==> src/rtl/reg_issue_scoreboard.sv <==
`default_nettype none
// ============================================================================
// Module      : reg_issue_scoreboard
// Description : Dual-issue register scoreboard and issue arbiter with per-register
//               write countdowns, RAW/WAW/intra-pair hazard blocking and a
//               saturating stall-cycle counter.
// Revision    : 1.0 - initial release
// ============================================================================
module reg_issue_scoreboard #(
  parameter int REG_COUNT       = 128,
  parameter int REG_ADDR_WIDTH  = 7,
  parameter int LAT_WIDTH       = 3,
  parameter int STALL_CNT_WIDTH = 32
) (
  input  logic                       clk,
  input  logic                       reset,
  input  logic                       flush,
  input  logic                       req_valid_even,
  input  logic                       req_valid_odd,
  input  logic [REG_ADDR_WIDTH-1:0]  ra_even,
  input  logic [REG_ADDR_WIDTH-1:0]  rb_even,
  input  logic [REG_ADDR_WIDTH-1:0]  rc_even,
  input  logic [REG_ADDR_WIDTH-1:0]  ra_odd,
  input  logic [REG_ADDR_WIDTH-1:0]  rb_odd,
  input  logic [REG_ADDR_WIDTH-1:0]  rc_odd,
  input  logic [2:0]                 src_use_even,
  input  logic [2:0]                 src_use_odd,
  input  logic [REG_ADDR_WIDTH-1:0]  rt_even,
  input  logic [REG_ADDR_WIDTH-1:0]  rt_odd,
  input  logic                       rt_wr_even,
  input  logic                       rt_wr_odd,
  input  logic [LAT_WIDTH-1:0]       lat_even,
  input  logic [LAT_WIDTH-1:0]       lat_odd,
  output logic                       grant_even,
  output logic                       grant_odd,
  output logic [REG_COUNT-1:0]       reg_busy,
  output logic [STALL_CNT_WIDTH-1:0] stall_cnt
);

  localparam logic [LAT_WIDTH-1:0] c_LAT_MIN = LAT_WIDTH'(1);

  logic [REG_COUNT-1:0]       w_busy;
  logic                       w_haz_even;
  logic                       w_haz_odd;
  logic                       w_pair_dep;
  logic                       w_grant_even;
  logic                       w_grant_odd;
  logic                       w_load_even;
  logic                       w_load_odd;
  logic [LAT_WIDTH-1:0]       w_lat_even;
  logic [LAT_WIDTH-1:0]       w_lat_odd;
  logic                       w_stall;
  logic [STALL_CNT_WIDTH-1:0] r_stall_cnt;

  assign w_haz_even = (src_use_even[0] & w_busy[ra_even])
                    | (src_use_even[1] & w_busy[rb_even])
                    | (src_use_even[2] & w_busy[rc_even])
                    | (rt_wr_even      & w_busy[rt_even]);

  assign w_haz_odd  = (src_use_odd[0] & w_busy[ra_odd])
                    | (src_use_odd[1] & w_busy[rb_odd])
                    | (src_use_odd[2] & w_busy[rc_odd])
                    | (rt_wr_odd      & w_busy[rt_odd]);

  // Odd is younger: it must not read or overwrite what the even slot writes.
  assign w_pair_dep = req_valid_even & rt_wr_even &
                      ((src_use_odd[0] & (ra_odd == rt_even))
                     | (src_use_odd[1] & (rb_odd == rt_even))
                     | (src_use_odd[2] & (rc_odd == rt_even))
                     | (rt_wr_odd      & (rt_odd == rt_even)));

  assign w_grant_even = req_valid_even & ~w_haz_even & ~flush;
  assign w_grant_odd  = req_valid_odd & ~w_haz_odd & ~flush
                      & (w_grant_even | ~req_valid_even) & ~w_pair_dep;

  assign w_load_even = w_grant_even & rt_wr_even;
  assign w_load_odd  = w_grant_odd & rt_wr_odd;
  assign w_lat_even  = (lat_even == '0) ? c_LAT_MIN : lat_even;
  assign w_lat_odd   = (lat_odd == '0) ? c_LAT_MIN : lat_odd;

  generate
    for (genvar gi = 0; gi < REG_COUNT; gi++) begin : g_reg
      logic [LAT_WIDTH-1:0] r_cnt;

      always_ff @(posedge clk or negedge reset) begin
        if (!reset) begin
          r_cnt <= '0;
        end else if (flush) begin
          r_cnt <= '0;
        end else if (w_load_even && (rt_even == REG_ADDR_WIDTH'(gi))) begin
          r_cnt <= w_lat_even;
        end else if (w_load_odd && (rt_odd == REG_ADDR_WIDTH'(gi))) begin
          r_cnt <= w_lat_odd;
        end else if (r_cnt != '0) begin
          r_cnt <= r_cnt - LAT_WIDTH'(1);
        end
      end

      assign w_busy[gi] = (r_cnt != '0);
    end
  endgenerate

  assign w_stall = ~flush & ((req_valid_even & ~w_grant_even)
                           | (req_valid_odd  & ~w_grant_odd));

  always_ff @(posedge clk or negedge reset) begin
    if (!reset) begin
      r_stall_cnt <= '0;
    end else if (w_stall && (r_stall_cnt != '1)) begin
      r_stall_cnt <= r_stall_cnt + STALL_CNT_WIDTH'(1);
    end
  end

  assign grant_even = w_grant_even;
  assign grant_odd  = w_grant_odd;
  assign reg_busy   = w_busy;
  assign stall_cnt  = r_stall_cnt;

endmodule
`default_nettype wire
==> config.mk <==
export PLATFORM = sky130hd
export DESIGN_NAME = reg_issue_scoreboard
export DESIGN_NICKNAME = d
export VERILOG_FILES = /design/src/rtl/reg_issue_scoreboard.sv
export SDC_FILE = /design/constraint.sdc
export NUM_CORES = 2
export LEC_CHECK = 0
export BUFFER_PORTS_ARGS = -buffer_cell sky130_fd_sc_hd__buf_2
export CORE_MARGIN = 2
export CORE_UTILIZATION = 45
export DETAILED_ROUTE_END_ITERATION = 8
export PLACE_DENSITY = 0.68
export SETUP_SLACK_MARGIN = 0.4
export SYNTH_ARGS = -nofsm -noshare
export SYNTH_HDL_FRONTEND = slang
export SYNTH_SLANG_ARGS = --single-unit
export TNS_END_PERCENT = 50
==> constraint.sdc <==
create_clock -name clk -period 9.9 [get_ports clk]
set_input_delay 2.97 -clock clk [delete_from_list [all_inputs] [get_ports clk]]
set_output_delay 2.97 -clock clk [all_outputs]
set_load 0.02 [all_outputs]
# Word level (Yosys, flattened, before mapping)
# Index checks and enable logic that the tools add are counted.
# word_totals
reg_bits	416
input_bits	75
output_inout_bits	162
wordCells	1615
# op_classes
n_addsub	129
order_cmp	8
n_eq_ne	259
mux	530
bitwise_logic	43
reduce_logical	517
# op_table
operator	count
$mux 3	514
$eq 7x7->1 const B	128
$reduce_bool 4->1	128
$eq 7x6->1 const B	64
$reduce_bool 3->1	128
$sub 3x1->3 const B	128
$logic_and 1x1->1	257
$eq 7x5->1 const B	32
$eq 7x4->1 const B	16
$lt 7x8->1 const B	8
$bmux 1 s7	8
$eq 7x3->1 const B	8
$add 32x1->32 const B	1
$ne 32x32->1 const B	1
$eq 7x2->1 const B	4
$eq 7x7->1	4
$and 1x1->1	25
$eq 7x1->1 const B	2
$logic_not 7->1	2
$or 1x1->1	11
$mux 1	8
$not 1->1	7
$logic_not 3->1	2

# Depth between registers and ports, before layout
# depth
word_depth	18
depth_mapped	19

# Least setup slack after synthesis
# Ideal clock, no wire load.
# synth_timing
kind	input to output
from	input rc_even[0]
to	output grant_odd
arrival_time_ns	5.730
t_required_ns	6.930
path_slack_ns	1.200
stages	11
path_buffers	2
path_cell_list	clkbuf_1 buf_2 mux4_2 mux2i_1 nor2_1 or4_1 a32oi_1 o22ai_1 o21ai_4 nand2_1 clkinv_1
# synth_via
elab_chain_len	11
# synth_rtl
element	line	rtl
start: declaration	22	input logic [REG_ADDR_WIDTH-1:0] rc_even,
$bmux 1 s7	57	| (src_use_even[2] & w_busy[rc_even])
$mux 1 (implied by the code)	57	
$and 1x1->1	57	
$or 1x1->1	57	
$or 1x1->1	58	| (rt_wr_even & w_busy[rt_even]);
$not 1->1	72	assign w_grant_even = req_valid_even & ~w_haz_even & ~flush;
$and 1x1->1 (2 in a row)	72	
$or 1x1->1	74	& (w_grant_even | ~req_valid_even) & ~w_pair_dep;
$and 1x1->1 (2 in a row)	74	
end: declaration	35	output logic grant_odd,
# No other way between the ends. The select of a mux whose other input is x is not followed.

# Final worst setup path
# layout_timing
from	input rb_odd[1]
to	output grant_odd
# layout_via
elab_chain_len	11
word_cells_on_any_way	18
# layout_rtl
element	line	rtl
start: declaration	24	input logic [REG_ADDR_WIDTH-1:0] rb_odd,
$bmux 1 s7	61	| (src_use_odd[1] & w_busy[rb_odd])
$mux 1 (implied by the code)	61	
$and 1x1->1	61	
$or 1x1->1	61	
$or 1x1->1	62	| (src_use_odd[2] & w_busy[rc_odd])
$or 1x1->1	63	| (rt_wr_odd & w_busy[rt_odd]);
$not 1->1	73	assign w_grant_odd = req_valid_odd & ~w_haz_odd & ~flush
$and 1x1->1 (2 in a row)	73	
$and 1x1->1	74	
$and 1x1->1 *	74	
# Every way passes the cells marked *; elsewhere a longest branch is shown, timed or not. The select of a mux whose other input is x is not followed.

==> results.cfg <==
[synth]
combinational_family_with_the_most_area_after_synthesis = compound AO/OA/AOI/OAI gates
yosys-mux-area-fraction_pct = 13.5
yosys.area_share.simple_pct = 18.8
post_synth.cell_area_avg_sq_um = 8.54
postSynth.asyncResetShare_pct = 100
ys_seq_area_share_pct = 26.1
synth.net_count = 4999
number_of_synthesized_flops_with_an_enable_pin = 0
synth_register_bits = 416
synth.distinct_cells = 102
fraction_of_the_mapped_netlist_area_in_compound_gates_pct = 21.8
yosysWarnings = 0
synth_flop_cell = dfrtp_1
synth_area_sq_mm = 0.0399
post_synth_fa_ha_maj_area_fraction_pct = 8.06
xor_xnor_portion_of_the_synthesized_cell_area_pct = 3.84
cell_count_after_synthesis = 4667

[timing]
worstMarginPinSlew_ps = 1550
layout_min_cycle_time_ps = 9490
setup_tns_ps = 0
worst_slew_margin_rel_pct = -3.64
grt_setup_unrepaired = yes
final_count_of_hold_timing_violations = 0
clock-skew-final_ps = 27.1
drv_slew = 24
hold_slack_ps = 494
finalCritPeriodShare_pct = 95.9
final-setup-viol-count = 0
fmax_ghz = 0.105

[setup_path]
timing.reg2reg.setup_slack_ps = 2920
worst_ep_required_time_ps = 6930
cpLargestDelayFamily = buffers and inverters
cp_cell_sequence = buf_2 -> inv_1 -> buf_4 -> mux4_2 -> mux2i_1 -> mux2i_1 -> nor4b_1 -> or4_1 -> o211ai_2 -> nor3_4 -> nand2_1 -> clkinv_1 -> buf_2
worstSetupStartpointType = primary input
startpoint_to_endpoint_class_of_the_critical_path = primary input to output pin
cp_slowest_cell = nor4b_1
timing.critical_path.arrival_ps = 6520
critical_path.max_stage_delay_ps = 560
timing.critical_path.buf_inv = 5
worstPathMaxFanout = 10
critical_path.endpoint_type = output pin

[flow_run]
cap_viol_max_count = 3

[run_status]
outcome = finished, violations left
violations = capacitance limit, slew limit

[clock_tree]
worstSkewPairLatency_ps = 640
cts_inserted_buffers = 52
ctsLongestPathBuffers = 3
clock_tree_from_tritoncts = yes
cts.clk_slew.worst_paths_ps = 60
cts-htree-levels = 2
clockRootBuffer = clkbuf_16
clock-sinks = 416
post_cts_hold_buffer_count = 0

[layout]
final_cell_area_sq_mm = 0.0445
multi_input_comb_area_sq_mm = 0.0264
post_layout_nonfiller_instances = 5984
utilization_pct = 50.5
nNetsFinal = 5096
storage_cell_area_sq_mm = 0.0104
final_layout_size_suffix_gt1_share_pct = 19.4
nFillCells = 8428
layout-area-overhead-vs-synth_pct = 11.6

[floorplan]
design.die.area_sq_mm = 0.0910
core_area_sq_mm = 0.0881
top_level_ports = 237
placementRows = 109
fp.dieW_microns = 302
floorplan.die.height_microns = 302
start_util_pct = 45.3

[grt]
gr-total-overflow = 0
first_global_vias = 39816
grt_antenna_before_repair = 29
grt_first_pass_wirelength_microns = 289000
largest_net_degree_at_the_start_of_global_routing = 155
globalRouteTotalUtil_pct = 44.0

[place]
hpwl_microns = 143000
io_buffers = 236
placed_cells_incl_taps = 5875
placedInstanceArea_sq_mm = 0.0427
gpl.final_weighted_congestion = 1.09

[route]
final_wirelength_microns = 205000
wl_per_cell_microns = 34.2
antenna_nets_post_route = 0
dr.first_iter.drc_count = 6178
route.detailed.drc = 0
route.vias.total = 42745
first_pass_iters = 9
via_per_inst = 7.14

[power]
max-vdd-ir-drop_v = 0.000272
leakage_power_nw = 18.3
pwr_density_cell_mw_per_mm2 = 343

[min_path]
hold_class = register to register
cell families (layout without fill, tap and decap cells):
family,Yosys count,in the layout
buf+inv,786,921
other cells,0,17
compound gates,1235,1235
simple gates,1478,1478
flops,416,416
xor+xnor,175,175
mux,320,320
fa+ha+maj,257,257
cell type report:
cell class / instances / share of cell area (%)
multi-input cells: 3465 / 59.3
flip-flops and latches: 416 / 23.4
repair buffers: 487 / 7.09
clock buffers: 74 / 3.36
well taps: 1165 / 3.28
inverters: 342 / 2.88
clock inverters: 18 / 0.630
diodes: 17 / 0.0956
per-layer routing:
| layer | track usage, % | vias to the layer above | part of all wire, % |
|---|---|---|---|
| met2 | 59.0 | 3484 | 39 |
| met1 | 54.6 | 20747 | 36 |
| met4 | 31.8 | 26 | 9.0 |
| li1 | - | 17426 | - |
| met3 | 20.8 | 1062 | 16 |
| met5 | 0 | - | 0.092 |
power by group:
group / switching, mW / internal (mW) / total, mW / leakage [nW]
clock network: 0.839 / 1.20 / 2.04 / 0.871
logic: 6.67 / 3.81 / 10.5 / 12.0
registers: 0.417 / 2.36 / 2.77 / 5.41
Yosys cell counts (all sizes together) (20+ instances only):
cell / count / share of area [%]
o22ai: 112 / 1.8
a31oi: 76 / 1.2
nor4: 51 / 1.0
mux2: 32 / 0.90
o211ai: 38 / 0.78
a22oi: 39 / 0.73
a22o: 24 / 0.53
a221oi: 121 / 2.7
xnor2: 80 / 1.8
o21ai: 206 / 2.6
nand2b: 116 / 1.8
mux2i: 117 / 2.9
clkbuf: 314 / 3.0
a21oi: 224 / 2.8
nand2: 295 / 2.8
nor2b: 66 / 1.0
nand4: 32 / 0.65
a211oi: 114 / 2.1
o31ai: 21 / 0.40
o221a: 44 / 1.2
xor2: 95 / 2.1
nor3: 138 / 1.8
ha: 257 / 8.1
nand3: 93 / 1.2
nor2: 474 / 4.6
dfrtp: 416 / 26
and3: 42 / 0.66
mux4: 171 / 9.7
buf: 130 / 1.7
a2111oi: 48 / 1.2
clkinv: 25 / 0.24
inv: 317 / 3.0
o221ai: 20 / 0.44
or3: 48 / 0.77
or2: 26 / 0.41
flip-flops by register name, indices dropped and copies added (netlist names):
| name | count |
|---|---|
| g.r_cnt | 384 |
| stall_cnt | 32 |
what timing repair did:
item	CTS	global route
endpoints found under the hold margin	0	0
buffers inserted	0	0
endpoints found under the setup margin	0	2
resized for setup	0	1
metrics by stage:
step,worst slack [ps],power (mW)
floorplan,1200,8.99
global placement,597,12.6
detailed placement,608,12.7
CTS,608,14.8
global route,375,15.9
finish,407,15.3
cell usage in the layout, fill, tap and decap left out, drive strengths merged, types with 95 or more instances in the layout:
master,count
a221oi,121
o21ai,206
buf,487
xor2,95
a21oi,224
a211oi,114
mux4,171
dfrtp,416
mux2i,117
nand2,295
nor2,474
ha,257
o22ai,112
nand2b,116
nor3,138
inv,319
worst paths after layout:
path / startpoint / to / cells past startpoint
max: rb_odd[1] / grant_odd / 13
min: stall_cnt[28] / stall_cnt[28] / 1
max reg2reg: g_reg[59].r_cnt[0] / g_reg[92].r_cnt[1] / 18
min reg2reg: stall_cnt[28] / stall_cnt[28] / 1
max in group asynchronous: reset / g_reg[118].r_cnt[0] / 2
min in group asynchronous: reset / g_reg[27].r_cnt[1] / 1
(Power assumes the default switching activity.)
